**src/rtl/pipe_ctrl_pkg.sv**
```systemverilog
// -----------------------------------------------------------------------------
// pipe_ctrl_pkg
// Shared core definitions for the pipeline controller:
//   GPR_ADDR_W  - width of a general-purpose register address (32 GPRs)
//   CNT_W_DEF   - default width of the performance counters
//   ST_*        - mul/div FSM state encoding
//   ctrl_t      - bundle of the stall/flush controls driven to the pipeline
// -----------------------------------------------------------------------------
package pipe_ctrl_pkg;

  localparam int GPR_ADDR_W = 5;
  localparam int CNT_W_DEF  = 32;

  // mul/div sequencing states
  localparam logic [1:0] ST_RUN     = 2'd0;
  localparam logic [1:0] ST_MD_WAIT = 2'd1;
  localparam logic [1:0] ST_MD_DONE = 2'd2;

  typedef struct packed {
    logic pc_stall;
    logic if_id_stall;
    logic id_exe_stall;
    logic exe_mem_stall;
    logic if_id_flush;
    logic id_exe_flush;
    logic exe_mem_flush;
    logic mem_wb_flush;
  } ctrl_t;

  localparam ctrl_t CTRL_IDLE  = '0;
  // while in reset every stage register is loaded with a bubble
  localparam ctrl_t CTRL_RESET = '{pc_stall: 1'b0, if_id_stall: 1'b0,
                                   id_exe_stall: 1'b0, exe_mem_stall: 1'b0,
                                   if_id_flush: 1'b1, id_exe_flush: 1'b1,
                                   exe_mem_flush: 1'b1, mem_wb_flush: 1'b1};

endpackage

```
**src/rtl/pipe_ctrl_hazard_detect.sv**
```systemverilog
// -----------------------------------------------------------------------------
// hazard_detect
// Flags a load-use hazard: the instruction in EXE is a load writing a non-zero
// register that the instruction in ID actually reads.
// Ports:
//   rs1_addr, rs2_addr  in  source registers of the ID instruction
//   rs1_re, rs2_re      in  source register is really read
//   rd_addr             in  destination of the EXE instruction
//   rd_we, mem_re       in  EXE writes rd / EXE is a load
//   load_use            out hazard present
// -----------------------------------------------------------------------------
module hazard_detect
  import pipe_ctrl_pkg::*;
(
  input  logic [GPR_ADDR_W-1:0] rs1_addr,
  input  logic [GPR_ADDR_W-1:0] rs2_addr,
  input  logic                  rs1_re,
  input  logic                  rs2_re,
  input  logic [GPR_ADDR_W-1:0] rd_addr,
  input  logic                  rd_we,
  input  logic                  mem_re,
  output logic                  load_use
);

  logic rs1_hit;
  logic rs2_hit;

  assign rs1_hit = rs1_re && (rs1_addr == rd_addr);
  assign rs2_hit = rs2_re && (rs2_addr == rd_addr);

  // x0 is hard-wired to zero, so a load targeting it never creates a hazard
  assign load_use = mem_re && rd_we && (rd_addr != '0) && (rs1_hit || rs2_hit);

endmodule

```
**src/rtl/pipe_ctrl.sv**
```systemverilog
// -----------------------------------------------------------------------------
// pipe_ctrl
// Central stall/flush controller of the 5-stage pipeline, with performance
// counters. Hold sources, highest priority first: MEM busy, mul/div in
// flight, taken branch flush, load-use bubble.
// Ports:
//   clk_i, rst_i                      clock, async active-high reset
//   id_rs1/rs2_addr_i, id_rs1/rs2_re_i ID source operands
//   exe_rd_addr_i, exe_rd_we_i,
//   exe_mem_re_i                      EXE destination / load indication
//   exe_br_taken_i                    branch resolved taken in EXE
//   exe_md_start_i, exe_md_done_i     mul/div launch and completion pulse
//   mem_busy_i                        data memory not ready
//   *_stall_o                         hold the stage register
//   *_flush_o                         load a bubble into the stage register
//   stall_cnt_o, flush_cnt_o          saturating performance counters
// -----------------------------------------------------------------------------
module pipe_ctrl
  import pipe_ctrl_pkg::*;
#(
  parameter int CNT_W = CNT_W_DEF
) (
  input  logic                  clk_i,
  input  logic                  rst_i,
  input  logic [GPR_ADDR_W-1:0] id_rs1_addr_i,
  input  logic [GPR_ADDR_W-1:0] id_rs2_addr_i,
  input  logic                  id_rs1_re_i,
  input  logic                  id_rs2_re_i,
  input  logic [GPR_ADDR_W-1:0] exe_rd_addr_i,
  input  logic                  exe_rd_we_i,
  input  logic                  exe_mem_re_i,
  input  logic                  exe_br_taken_i,
  input  logic                  exe_md_start_i,
  input  logic                  exe_md_done_i,
  input  logic                  mem_busy_i,
  output logic                  pc_stall_o,
  output logic                  if_id_stall_o,
  output logic                  id_exe_stall_o,
  output logic                  exe_mem_stall_o,
  output logic                  if_id_flush_o,
  output logic                  id_exe_flush_o,
  output logic                  exe_mem_flush_o,
  output logic                  mem_wb_flush_o,
  output logic [CNT_W-1:0]      stall_cnt_o,
  output logic [CNT_W-1:0]      flush_cnt_o
);

  logic [1:0] state;
  logic [1:0] state_next;
  logic       load_use;
  logic       md_hold;
  logic       br_flush;
  ctrl_t      ctrl;

  hazard_detect u_hazard_detect (
    .rs1_addr (id_rs1_addr_i),
    .rs2_addr (id_rs2_addr_i),
    .rs1_re   (id_rs1_re_i),
    .rs2_re   (id_rs2_re_i),
    .rd_addr  (exe_rd_addr_i),
    .rd_we    (exe_rd_we_i),
    .mem_re   (exe_mem_re_i),
    .load_use (load_use)
  );

  // A start that completes in the same cycle needs no hold; a done pulse in
  // MD_WAIT releases the pipeline in that very cycle.
  assign md_hold = ((state == ST_RUN) && exe_md_start_i && !exe_md_done_i) ||
                   ((state == ST_MD_WAIT) && !exe_md_done_i);

  assign br_flush = !rst_i && !mem_busy_i && !md_hold && exe_br_taken_i;

  // A start seen while MEM is busy is ignored: EXE is held and re-presents it.
  // A done arriving under MEM busy is remembered in MD_DONE until MEM frees.
  always_comb begin
    state_next = state;
    case (state)
      ST_RUN:
        if (!mem_busy_i && exe_md_start_i && !exe_md_done_i)
          state_next = ST_MD_WAIT;
      ST_MD_WAIT:
        if (exe_md_done_i)
          state_next = mem_busy_i ? ST_MD_DONE : ST_RUN;
      ST_MD_DONE:
        if (!mem_busy_i)
          state_next = ST_RUN;
      default:
        state_next = ST_RUN;
    endcase
  end

  always_ff @(posedge clk_i or posedge rst_i) begin
    if (rst_i) state <= ST_RUN;
    else       state <= state_next;
  end

  // Priority resolution; a lower source is only seen when all higher ones idle.
  always_comb begin
    ctrl = CTRL_IDLE;
    if (rst_i) begin
      ctrl = CTRL_RESET;
    end else if (mem_busy_i) begin
      ctrl.pc_stall      = 1'b1;
      ctrl.if_id_stall   = 1'b1;
      ctrl.id_exe_stall  = 1'b1;
      ctrl.exe_mem_stall = 1'b1;
      ctrl.mem_wb_flush  = 1'b1;
    end else if (md_hold) begin
      ctrl.pc_stall      = 1'b1;
      ctrl.if_id_stall   = 1'b1;
      ctrl.id_exe_stall  = 1'b1;
      ctrl.exe_mem_flush = 1'b1;
    end else if (exe_br_taken_i) begin
      ctrl.if_id_flush   = 1'b1;
      ctrl.id_exe_flush  = 1'b1;
    end else if (load_use) begin
      // the bubble moves the load on to MEM, so this lasts one cycle per load
      ctrl.pc_stall      = 1'b1;
      ctrl.if_id_stall   = 1'b1;
      ctrl.id_exe_flush  = 1'b1;
    end
  end

  assign pc_stall_o      = ctrl.pc_stall;
  assign if_id_stall_o   = ctrl.if_id_stall;
  assign id_exe_stall_o  = ctrl.id_exe_stall;
  assign exe_mem_stall_o = ctrl.exe_mem_stall;
  assign if_id_flush_o   = ctrl.if_id_flush;
  assign id_exe_flush_o  = ctrl.id_exe_flush;
  assign exe_mem_flush_o = ctrl.exe_mem_flush;
  assign mem_wb_flush_o  = ctrl.mem_wb_flush;

  // Saturating performance counters
  always_ff @(posedge clk_i or posedge rst_i) begin
    if (rst_i) begin
      stall_cnt_o <= '0;
      flush_cnt_o <= '0;
    end else begin
      if (pc_stall_o && (stall_cnt_o != '1))
        stall_cnt_o <= stall_cnt_o + CNT_W'(1);
      if (br_flush && (flush_cnt_o != '1))
        flush_cnt_o <= flush_cnt_o + CNT_W'(1);
    end
  end

endmodule

```
**config.mk**
```make
export PLATFORM = sky130hd
export DESIGN_NAME = pipe_ctrl
export DESIGN_NICKNAME = d
export VERILOG_FILES = /design/src/rtl/pipe_ctrl_pkg.sv /design/src/rtl/pipe_ctrl_hazard_detect.sv /design/src/rtl/pipe_ctrl.sv
export SDC_FILE = /design/constraint.sdc
export NUM_CORES = 1
export LEC_CHECK = 0
export CAP_MARGIN = 20
export CORE_ASPECT_RATIO = 1.5
export CORE_MARGIN = 5
export CORE_UTILIZATION = 35
export DETAILED_ROUTE_END_ITERATION = 10
export GPL_TIMING_DRIVEN = 1
export PLACE_DENSITY = 0.7
export RECOVER_POWER = 50
export SYNTH_ARGS = -nofsm -noshare
export SYNTH_HDL_FRONTEND = slang
export SYNTH_SLANG_ARGS = --single-unit
```
**constraint.sdc**
```tcl
create_clock -name clk_i -period 2.2 [get_ports clk_i]
set_input_delay 0.22 -clock clk_i [delete_from_list [all_inputs] [get_ports clk_i]]
set_output_delay 0.22 -clock clk_i [all_outputs]
set_load 0.1 [all_outputs]
```
After elaboration in Yosys (flattened, before gate mapping)
Cells that the tools add are included.
{"block": "op_classes", "muxes": 17, "add_sub_neg": 2, "eq_ne": 9, "n_reduce_logical": 24}
{"cell": "$add A32 B1 Y32 const B", "count": 2}
{"cell": "$ne A32 B32 Y1 const B", "count": 2}
{"cell": "$mux W2", "count": 8}
{"cell": "$logic_and A1 B1 Y1", "count": 15}
{"cell": "$eq A5 B5 Y1", "count": 2}
{"cell": "$mux W8", "count": 1}
{"cell": "$mux W3", "count": 2}
{"cell": "$pmux W2 S3", "count": 1}
{"cell": "$mux W1", "count": 5}
{"cell": "$reduce_bool A5 Y1", "count": 1}
{"cell": "$logic_not A1 Y1", "count": 4}
{"cell": "$ne A2 B2 Y1 const B", "count": 2}
{"cell": "$reduce_and A3 Y1", "count": 1}
{"cell": "$eq A2 B1 Y1 const B", "count": 1}
{"cell": "$eq A2 B2 Y1 const B", "count": 1}
{"cell": "$logic_not A2 Y1", "count": 1}
{"cell": "$logic_or A1 B1 Y1", "count": 2}
{"cell": "$ne A2 B1 Y1 const B", "count": 1}
{"block": "totals", "ff_bits": 66, "inputBits": 25}

Longest topological paths before layout
Gate-level depths: netlist of the first run.
{"block": "logic_depth", "depth_word": 10, "ltp_mapped": 8}

Hierarchy
From an unflattened synthesis of the first run, not the netlist that was laid out.
{"block": "unflattened", "cells_unflattened": 348, "area_unflattened_um2": 3590.9}
{"module": "pipe_ctrl", "instances": 1, "cells_each": 331, "area_each_um2": 3455.8}
{"module": "hazard_detect", "instances": 1, "cells_each": 17, "area_each_um2": 135.1}

Worst setup path after synthesis of the first run
Ideal clock, no wire load.
{"block": "synth_timing", "path_type": "input-to-output", "from": "input rst_i", "to": "output exe_mem_flush_o", "path_slack_ns": -1.569, "n_path_buf": 0, "required_ns": 1.980, "cell_stages": 2, "arrival_time_ns": 3.549, "cell_sequence": "inv_1 -> o21ai_0"}
{"block": "synth_between", "elab_chain_len": 1}
{"item": "from (decl)", "line": "pipe_ctrl.sv:24", "rtl": "input logic rst_i,"}
{"item": "$mux W8", "line": "pipe_ctrl.sv:100", "rtl": "if (rst_i) begin"}
{"item": "to (decl)", "line": "pipe_ctrl.sv:42", "rtl": "output logic exe_mem_flush_o,"}
Every way passes these cells.

Final worst setup path of the first run
{"block": "layout_timing", "from": "input exe_rd_addr_i[0]", "to": "output pc_stall_o"}
{"block": "layout_between", "elab_chain_len": 9, "elab_cells_between_ends": 13, "classes_between": "2 x eq/ne; 5 x mux; 6 x reduce/logical"}
{"item": "from (decl)", "line": "pipe_ctrl.sv:29", "rtl": "input logic [GPR_ADDR_W-1:0] exe_rd_addr_i,"}
{"item": "$eq A5 B5 Y1, on equally long branches", "line": "pipe_ctrl_hazard_detect.sv:28, pipe_ctrl_hazard_detect.sv:29"}
{"item": "$logic_and A1 B1 Y1, on equally long branches", "line": "pipe_ctrl_hazard_detect.sv:28, pipe_ctrl_hazard_detect.sv:29"}
{"item": "$logic_or A1 B1 Y1", "line": "pipe_ctrl_hazard_detect.sv:32", "rtl": "assign load_use = mem_re && rd_we && (rd_addr != '0) && (rs1_hit || rs2_hit);"}
{"item": "$logic_and A1 B1 Y1 *", "line": "pipe_ctrl_hazard_detect.sv:32"}
{"item": "$mux W2 *", "line": "pipe_ctrl.sv:116", "rtl": "end else if (load_use) begin"}
{"item": "$mux W2 *", "line": "pipe_ctrl.sv:113", "rtl": "end else if (exe_br_taken_i) begin"}
{"item": "$mux W2 *", "line": "pipe_ctrl.sv:108", "rtl": "end else if (md_hold) begin"}
{"item": "$mux W3 *", "line": "pipe_ctrl.sv:102", "rtl": "end else if (mem_busy_i) begin"}
{"item": "$mux W8 *", "line": "pipe_ctrl.sv:100"}
{"item": "to (decl)", "line": "pipe_ctrl.sv:36", "rtl": "output logic pc_stall_o,"}
Mark *: on every way between the ends. The rest lies on a longest branch, timed or not.

==> results of run 1 <==
==> power by group <==
part	internal [mW]	total, mW	switching [mW]
Clock	1.02	1.54	0.518
Sequential	1.34	1.47	0.133
Combinational	0.245	1.18	0.931
Total	2.60	4.18	1.58
==> cells in the mapped netlist (2+ instances only) <==
master and n:
a31oi_4 2, dfrtp_1 66, nand3_1 22, and4_1 3, nand3_2 2, nor4_4 2
inv_1 11, nor3_2 5, nor3_1 13, and3_1 8, nor2_1 19, xnor2_1 35
nor4_1 15, buf_2 4, ha_1 2, nand4_1 18, mux2_2 2, nor4b_1 2
xor2_1 36, a21oi_1 3, nand2_1 38
==> timing repair <==
action / in CTS / in global routing
setup endpoints to repair: 0 / 6
resized for setup: 0 / 5
endpoints found under the hold margin: 0 / 0
buffers inserted: 0 / 1
==> flip-flops by register name (all words and copies together), names as in the netlist <==
name         cells
stall_cnt_o     32
flush_cnt_o     32
state            2
==> layout make-up <==
cell class | count | area share (%)
multi-input cells | 247 | 36.9
flip-flops and latches | 66 | 36.0
repair buffers | 117 | 16.6
clock buffers | 11 | 5.00
well taps | 115 | 2.96
clock inverters | 5 | 1.60
inverters | 11 | 0.876
==> per-layer routing <==
metal / track usage (%) / part of all wire (%)
met1: 17.4 / 38
met2: 27.0 / 55
met3: 3.26 / 5.0
met4: 7.01 / 2.0
met5: 0 / 0
==> worst paths after layout <==
| path | startpoint | to | cells after the start |
|---|---|---|---|
| max | exe_rd_addr_i[0] | pc_stall_o | 5 |
| min | state[1] | state[0] | 1 |
| max reg2reg | state[0] | flush_cnt_o[29] | 7 |
| min reg2reg | state[1] | state[0] | 1 |
| max in group asynchronous | rst_i | stall_cnt_o[1] | 5 |
| min in group asynchronous | rst_i | state[0] | 4 |
==> logic make-up (layout without fill, tap and decap cells) <==
group | after synthesis | in the layout
mux | 3 | 3
xor+xnor | 72 | 72
flops | 66 | 66
simple gates | 160 | 160
compound gates | 10 | 10
fa+ha+maj | 2 | 2
buf+inv | 17 | 144
==> metrics by stage <==
stage	util (%)	hold WS [ns]	TNS, ns
finish	50.1	0.472	0
global route	50.1	0.485	0
CTS	52.4	0.397	0
detailed placement	49.1	0.471	-3.60
global placement	49.1	0.448	-1.04
floorplan	-	0.291	-0.00800
==> run summary, run 1 <==
For this run, the leading register cell type out of synthesis is dfrtp_1. Final setup slack of the worst path: 0.0611 ns. The cell area after layout came out at 0.00486 mm². Including well taps, the total number of placed cells is 555.

Sequential elements use 47.7% of the synthesized area. Setup repair after global routing left no endpoint under its margin. The tools report the overall power of the completed layout as 4.18 mW. For the later-pin clock latency in the skew report, the log shows 0.33 ns. The number of max-slew violations in the final report came out at 0.

The run gives 0 as the number of antenna violations at the first check in global routing. For this run, the number of Yosys warnings is 0. After synthesis, the cell types taking the most area are dfrtp_1 48%, xor2_1 9.1%, xnor2_1 8.9%.

The logs give 0.468 GHz for the highest clock frequency the design can meet and 15000 µm for the first-pass GRT wire length. The buffer levels on the longest clock path is 2, and the detailed-route wire length is 9030 µm. The maximum number of pins on one net before global-route repair came out at 60. The number of filler cells placed in the layout is 883. The count of max-cap constraint violations is 0, and the vias after detailed routing is 2935.

In this run, CTS created clock tree buffers numbering 9. After synthesis, the mean cell area works out to 10.5 µm². Traced cell by cell, the critical path runs through clkdlybuf4s50_1 -> or3_1 -> o311a_4 -> a31o_4 -> buf_12. Ratio of cells with drive above 1 in the final layout: 30.4%. For the count of non-filler cells in the finished layout, the log shows 572.

Of the total synthesized cell area, the portion taken by AND, OR, NAND and NOR gates is 26.8%. Of all cell types, the one taking the most synthesized area is dfrtp_1. The placement row count is 44. Slew at the pin closest to its max-slew limit: 1.20 ns.

VDD sags by at most 0.000789 V. Leaving out fill and tap cells, the most frequent cells in the layout are 61 x clkbuf_1, 51 x dfrtp_2, 36 x nand2_1, 36 x xor2_1, 35 x xnor2_1. Along the worst path, the maximum fanout reaches 6.

The area share of the leading cell type in the synthesized netlist is 47.7%. The die width came out at 91.2 µm. The largest family of logic cells by synthesized area is simple AND/OR/NAND/NOR gates. For the final count of hold timing violations, the log shows 0. Global routing consumed, over all layers together, 15.3% of the routing resources. Once placement finished, the instance area stood at 0.00476 mm². The synthesized flop and latch total works out to 66. For this configuration, the core starts out at a cell density of 35.7%. The largest single stage delay on the critical path is 0.47 ns.

The synthesized netlist devotes 0.723% of its cell area to adder and majority cells. The tree built by TritonCTS fans out to 66 sinks. Type of the worst setup path: in -> out. Synthesis produced a netlist whose cell count is 330.

The worst pin sits at a relative slew slack of 20.2%. For the leakage component of the power, the log shows 2.11 nW. The sequential cells in the finished layout cover a total of 0.00175 mm². Counting flops with a built-in enable in the synthesized netlist gives 0.

The area fraction in compound gates after synthesis was 3.04%; the number of buffer and inverter instances along the worst setup path was 2. For this run, the post-layout net count is 479. The power per cell area was 861 mW/mm². The tools report the DRC violation total after the first TritonRoute iteration as 79.

The flow ran to the end, and the final reports show no timing, DRC or antenna violations. The number of levels the H-tree was split into is 3. The fraction of the cycle the final worst path needs works out to 97.2%. The first TritonRoute pass finished after 6 iterations. The area inside the core boundary is 0.00969 mm². Summing all multi-input logic gate instances after layout gives 0.00179 mm². TritonCTS built the clock tree. The congestion estimate from routability-driven global placement came to 0.821.

Critical path data required time: 1.98 ns. The remaining antenna violation count is 0, and the die extent in y is 132 µm. After Yosys synthesis, XOR and XNOR cells account for 18.4% of the synthesized area. Setup slack on the worst reg-to-reg path comes out at 0.14 ns. The count of buffers added on input and output ports is 96. The worst clock skew is 0.00570 ns, and the area added between synthesis and finish is 40.4%.

The min-delay analysis places its worst path in the category reg -> reg. The data arrival time of the critical path was 1.92 ns; the clock period minus worst slack was 2.14 ns. Once detailed placement completed, the half-perimeter wirelength came to 6840 µm. On the critical path, the stage with the largest delay is an instance of clkdlybuf4s50_1.

In the synthesized netlist the async set-or-reset flop fraction comes to 100%. The detailed-route DRC error count is 0. Clock-pin slew of the registers on the worst-case setup and hold paths: 0.05 ns.

0 antenna diodes ended up in the layout. OpenSTA, run right after detailed placement, puts the worst setup slack at -0.177 ns. The portion of synthesized area spent on multiplexers is 0.976%. In the final routed layout, each cell accounts on average for 15.8 µm.

The worst setup path is captured at a primary output. The tools report the kind of start point of the critical path as an input port. The cell area that synthesis handed to floorplanning was 0.00346 mm². The run gives 0 as the number of hold-repair buffers added at the cts stage.

Family with the most delay on the worst path: buffers and inverters. Number of vias per cell: 5.13. The number of global-route vias before repair came out at 3051. Leaving out fill and tap cells, the most frequent cell in the layout is clkbuf_1. During I/O placement, the number of pins put on the boundary was 97. The logs give 43 for the count of unique library cells instantiated by Yosys and 0.0120 mm² for the die footprint. The buffer type at the clock tree root was clkbuf_16.

Setup violations remaining at the end of the flow were counted as 0. Counting every net in the synthesized netlist gives 357. After global routing the overflow that remains totals 0.
Note: power is estimated with default switching activity, not from simulation.
==> run 2: changes to the inputs <==
--- a/config.mk
+++ b/config.mk
@@ -11,7 +11,7 @@
 export CORE_UTILIZATION = 35
 export DETAILED_ROUTE_END_ITERATION = 10
 export GPL_TIMING_DRIVEN = 1
-export PLACE_DENSITY = 0.7
+export PLACE_DENSITY_LB_ADDON = 0.2
 export RECOVER_POWER = 50
 export SYNTH_ARGS = -nofsm -noshare
 export SYNTH_HDL_FRONTEND = slang
==> run summary, run 2 (synthesized netlist as in run 1, its figures left out) <==
The flow ran to the end, and the final reports show no timing, DRC or antenna violations. In this run the critical register-to-register path is launched from state[0]. The instance count after placement with tap cells included was 558 (+0.54%); the highest net fanout along the worst path was 3 (-3).

The weighted congestion reported at the end of routability-driven placement came out at 0.812 (-1.0%). The buffer levels on the longest clock path was 2 (unchanged); the overall power of the completed layout was 4.49 mW (+7.3%). The root buffer cell chosen for the clock tree is clkbuf_16. For hold timing, the worst endpoint is stall_cnt_o[27]. The detailed-route DRC error count is 0 (unchanged), and the proportion of power drawn by combinational gates is 27.7% (-0.4 points). The leakage component of the power was 2.26 nW (+6.7%); the maximum number of pins on one net before global-route repair was 47 (-22%).

Clock period minus worst slack: 2.13 ns (-0.0106 ns). In the layout the commonest cells are 54 x buf_4, 51 x dfrtp_2, 36 x nand2_1, 36 x xor2_1, 35 x xnor2_1. The total clock sinks was 66 (unchanged); the routed metal-1 wire length was 3350 µm (-3.3%). The most common cell after layout, fill and taps aside is buf_4. The data arrival time of the critical path was 1.91 ns (about the same); the clock-pin slew of the registers on the worst-case setup and hold paths was 0.05 ns (about the same). The ratio of cells with drive above 1 in the final layout was 36.9% (+6.5 points); the total half-perimeter wirelength after legalization and detailed placement was 6870 µm (+0.39%).

The run gives 44 (unchanged) as the placement row count. The run gives 3078 (+0.88%) as the number of global-route vias before repair. The die extent in y works out to 132 µm (unchanged). STA classifies the critical path endpoint as a primary output. Cell area after layout: 0.00505 mm² (+3.9%). Part of the total power dissipated in the clock network: 39.4% (+2.7 points). The worst hold path stage count was 1 (unchanged); the vias after detailed routing was 2919 (-0.55%). The detailed route wirelength on metal3 was 354 µm (-22%).

The relative slew slack is 20.6% (+0.40 points). The worst hold path class was reg -> reg. Number of vias per cell: 5.07 (-1.2%). In this run the critical register-to-register path is captured at flush_cnt_o[29]. The uppermost layer routed is met4. The tools report the global-route congestion overflow total as 0 (unchanged). Slew at the pin closest to its max-slew limit: 1.20 ns (-0.00597 ns). The worst setup path is launched from an input port. The tools report the worst clock skew as 0.00862 ns (+0.00291 ns). The power per cell area was 889 mW/mm² (+3.3%); the fraction of the cycle the final worst path needs was 96.7% (-0.48 points). The DRC violation total after the first TritonRoute iteration is 62 (-22%), and the internal cell power is 2.87 mW (+10%). The critical path data required time is 1.98 ns (about the same). For the final total negative setup slack, the log shows 0 ns (unchanged). In the final layout, the registers with the most flip-flops are flush_cnt_o x32, stall_cnt_o x32, state x2. The tools report the number of antenna violations at the first check in global routing as 0 (unchanged).

The run gives 0.00969 mm² (unchanged) as the area inside the core boundary. The logs give 8870 µm (-1.8%) for the detailed-route wire length and 0.0120 mm² (unchanged) for the die footprint. For the later-pin clock latency in the skew report, the log shows 0.34 ns (about the same). The initial core utilization is 35.7% (unchanged), and the switching power is 1.62 mW (+2.2%). The logs give 15.4% (+0.068 points) for the overall global routing resource usage and 9 (unchanged) for the CTS buffer count. The logs give 0 (unchanged) for the number of max-slew violations in the final report and 0.000916 V (+16%) for the worst IR drop on VDD.

Worst hold slack after final layout: 0.470 ns (-0.00186 ns). Remaining antenna violation count: 0 (unchanged). The number of failing setup endpoints in the final timing report is 0 (unchanged), and the final setup slack of the worst path is 0.0718 ns (+0.0106 ns). The logs give 0 (unchanged) for the number of inserted diodes and 4 (-2) for the first-pass detailed-route iteration total. The worst setup path is of the in -> out kind. TritonCTS built the clock tree. The die width came out at 91.2 µm (unchanged). The highest clock frequency the design can meet came out at 0.470 GHz (+0.50%). The number of cells on the worst reg-to-reg path works out to 7 (unchanged).

The detailed-routed wire length on met2 is 4890 µm (-0.79%). The switching share of total power is 36.0% (-1.8 points). The tools report the hold path startpoint as stall_cnt_o[27]. The run gives 0 (unchanged) as the count of max-cap constraint violations.

The count of non-filler cells in the finished layout was 576 (+0.70%); the number of buffer cells added on primary ports was 96 (unchanged). The tools report the number of levels the H-tree was split into as 3 (unchanged). The mean routed wirelength per cell is 15.4 µm (-2.5%). The share of the core filled with cells came out at 52.1% (+1.9 points). The tools report the first-pass GRT wire length as 15100 µm (about the same).

The final count of hold timing violations was 0 (unchanged); the count of pins on the block boundary was 97 (unchanged). The slack of the worst reg-to-reg path was 0.19 ns (+0.05 ns). Setup repair after global routing left no endpoint under its margin. The area added between synthesis and finish came out at 45.9%. For the post-place setup slack, the log shows -0.158 ns (+0.0183 ns). The tools report the post-placement cell area as 0.00478 mm² (+0.47%). The tools report the register share of total power as 32.8% (-2.4 points). For the number of nets in the finished design, the log shows 483 (+0.84%).
[run 2: cell count changes in the layout (fill, tap and decap cells not counted), sizes merged]
cell	delta
clkdlybuf4s50	-4
dlygate4sd3	+2
dlygate4sd2	+2
clkbuf	-36
bufinv	+2
buf	+38
[run 2: routing by layer]
metal	up-vias	GRT usage, %
met2	76	27.3
met1	1425	17.1
met4	0	7.99
li1	1401	-
met3	17	2.97
met5	-	0
[run 2: power groups by stage]
| stage | Sequential (mW) | Combinational [mW] | Clock, mW |
|---|---|---|---|
| 2_1_floorplan | 2.09 | 0.301 | 0 |
| 6_report | 1.47 | 1.24 | 1.77 |
| 3_3_place_gp | 1.49 | 1.25 | 0 |
| 4_1_cts | 1.47 | 1.27 | 1.80 |
| 5_1_grt | 1.49 | 1.30 | 1.85 |
| 3_5_place_dp | 1.49 | 1.27 | 0 |
[run 2: cell type report]
class | instances | area (µm²)
clock inverter | 7 | 141
inverter | 11 | 42.5
tap | 115 | 144
multi-input combinational | 247 | 1780
sequential | 66 | 1750
timing repair buffer | 121 | 967
clock buffer | 9 | 225
fill | 917 | 4640
[run 2: repair_timing]
| item | CTS | global route |
|---|---|---|
| buffers inserted | 2 | 0 |
| pin swaps | 3 | 2 |
| endpoints found under the hold margin | 0 | 0 |
| endpoints found under the setup margin | 2 | 5 |
| gates resized for setup | 2 | 3 |
| cloned | 0 | 0 |
| hold buffers | 0 | 0 |
[run 2: worst max path at each step]
stage | start | end | slack [ns] | cells past startpoint
2_1_floorplan | rst_i | exe_mem_flush_o | -0.006 | 2
3_3_place_gp | exe_md_start_i | flush_cnt_o[29] | -0.13 | 8
3_5_place_dp | exe_md_start_i | flush_cnt_o[29] | -0.16 | 8
4_1_cts | state[0] | pc_stall_o | 0.02 | 6
5_1_grt | exe_rd_addr_i[0] | pc_stall_o | 0.006 | 6
6_report | exe_rd_addr_i[0] | pc_stall_o | 0.07 | 6
[run 2: critical path, cell delays in order]
cell             delay, ns
clkdlybuf4s50_1       0.43
or3_1                 0.32
o311a_1               0.38
buf_4                 0.15
a31o_4                0.24
buf_12                0.17
==> RTL edit, RTL diff (flow settings as in run 2) <==
Make the reset (`rst_i`) synchronous in 2 clocked blocks. Comments in the files are not updated.
--- a/src/rtl/pipe_ctrl.sv
+++ b/src/rtl/pipe_ctrl.sv
@@ -91,3 +91,3 @@
 
-  always_ff @(posedge clk_i or posedge rst_i) begin
+  always_ff @(posedge clk_i) begin
     if (rst_i) state <= ST_RUN;
@@ -133,3 +133,3 @@
   // Saturating performance counters
-  always_ff @(posedge clk_i or posedge rst_i) begin
+  always_ff @(posedge clk_i) begin
     if (rst_i) begin
Check against the original RTL: differs if rst_i is asserted again (counterexample within 4 cycles, from zero or initial values and one cycle with rst_i high); with rst_i held inactive, the same outputs for 10 cycles.
==> RTL edit against run 2 <==
- synthesized area increased by 3.1%
- global-route usage increased by 1.7 points
- final cell count grew 17%
- setup slack got worse by 13 ps
- final area fell by 0.57%
- sequential cell count stayed put
- routed wire length increased by 19%
- critical path type unchanged
Power is not compared: it rests on default switching activity, and its combinational part moved more than twofold at a synthesized area within 25%.
==> RTL edit: results <==
INSERT INTO impl_metrics (metric_group, metric, value, unit) VALUES
('run_status', 'status', 'finished clean', ''),
('detailed_routing', 'via_count', '3690', ''),
('global_route', 'first_pass_grt_wire_length', '17200', 'um'),
('synth', 'netlist_top_cells_count', 'dfxtp_1, nor2_1, nand2_1', ''),
('synth', 'synth_area_leaders', 'dfxtp_1, nand4_1, nor2_1, xnor2_1, o31ai_1', ''),
('synth', 'ys_async_sr_fraction', '0', '%'),
('synth', 'ys_types', '48', ''),
('finish', 'filler_cell_count', '1020', ''),
('finish', 'layout-drive-gt1-share', '27.4', '%'),
('place', 'dp_hpwl', '7840', 'um'),
('sta', 'post_route_fraction_of_the_period_consumed_by_the_critical_path', '97.3', '%'),
('global_route', 'grt_use_met1', '18.4', '%'),
('global_route', 'grt_util_met3', '2.99', '%'),
('finish', 'finish.net_count', '580', ''),
('min_path', 'timing.hold.worst.start', 'rst_i', ''),
('global_route', 'grt_pass1_vias', '3635', ''),
('global_route', 'pin_count_of_the_biggest_net_entering_global_routing', '32', ''),
('place', 'final_gp_congestion', '0.859', ''),
('detailed_routing', 'detail_route.wl_per_cell', '15.6', 'um'),
('min_path', 'min_delay_path_class', 'input port to flop', ''),
('critical_path', 'timing.reg2reg.worst_path_depth', '6', ''),
('place', 'post-place-ws', '-288', 'ps'),
('global_route', 'grtUsageMet2', '31.4', '%'),
('global_route', 'grt_use_total', '17.1', '%'),
('synth', 'synth_seq_area_share', '37.0', '%'),
('detailed_routing', 'avg_vias_per_cell', '5.47', '');
-- RTL edit: changes by cell type in the layout (fill, tap and decap cells not counted), moves of 19 or more --
cell and delta:
nor2_1 +26, buf_4 -29, xor2_1 -19, dfxtp_2 +40
dfxtp_4 +24, o31ai_1 +20, clkbuf_1 +34, dfrtp_2 -51
-- RTL edit: power groups by stage --
stage / sequential (uW) / combinational, uW / clock, uW
floorplan: 1230 / 170 / 0
finish: 1180 / 350 / 1260
global placement: 1200 / 350 / 0
detailed placement: 1210 / 353 / 0
global route: 1180 / 370 / 1330
CTS: 1180 / 353 / 1290
-- RTL edit: timing repair --
| action | CTS | global route |
|---|---|---|
| endpoints found under the setup margin | 2 | 30 |
| pin swaps | 0 | 16 |
| setup buffers | 1 | 1 |
| gates resized for setup | 5 | 27 |
| gates cloned | 0 | 0 |
| hold buffers | 0 | 0 |
-- RTL edit: per-stage QoR --
stage	area, um2	util, %	setup TNS (ps)
2_1_floorplan	3730	-	-45.7
4_1_cts	5180	51.4	0
6_report	5020	49.8	0
3_3_place_gp	4920	48.9	-6450
3_5_place_dp	4920	48.9	-7230
5_1_grt	5020	49.8	-12.8
-- RTL edit: cell type report --
class                   instances  area share (%)
clock inverters                 4           0.374
repair buffers                129            18.5
inverters                      12           0.948
clock buffers                  12            4.71
flip-flops and latches         66            29.1
well taps                     117            2.92
multi-input cells             335            43.4
-- RTL edit: logic make-up (layout without fill, tap and decap cells) --
family	Yosys count	in the layout	share of synthesized area [%]
buf+inv	32	157	4.24
xor+xnor	37	37	9.08
simple gates	216	216	32.6
compound gates	74	74	14.4
fa+ha+maj	2	2	0.701
mux	6	6	1.96
flops	66	66	37.0
-- RTL edit: worst max-delay path, cell delays in order --
cell and delay [ps]:
dlygate4sd2_1 260, or3_1 320, o311a_1 350, and3_4 190, a21oi_4 130, buf_12 120
inv_4 30, buf_12 120, buf_12 160
-- RTL edit: worst min-delay path by stage --
stage                              endpoint  slack, ps  depth (start not counted)
2_1_floorplan         state[0]$_SDFFE_PP0P_        300                          1
3_3_place_gp    stall_cnt_o[7]$_SDFFE_PP0P_        460                          1
3_5_place_dp    stall_cnt_o[7]$_SDFFE_PP0P_        470                          1
4_1_cts        flush_cnt_o[24]$_SDFFE_PP0P_        390                          3
5_1_grt        flush_cnt_o[24]$_SDFFE_PP0P_        420                          3
6_report       flush_cnt_o[24]$_SDFFE_PP0P_        390                          3
-- RTL edit: layer usage --
metal / routed length [um] / share of wire [%] / up-vias
met5: 0 / 0 / -
met4: 303 / 2.9 / 0
met3: 525 / 5.0 / 19
met2: 5680 / 54 / 97
met1: 4020 / 38 / 1730
li1: - / - / 1844
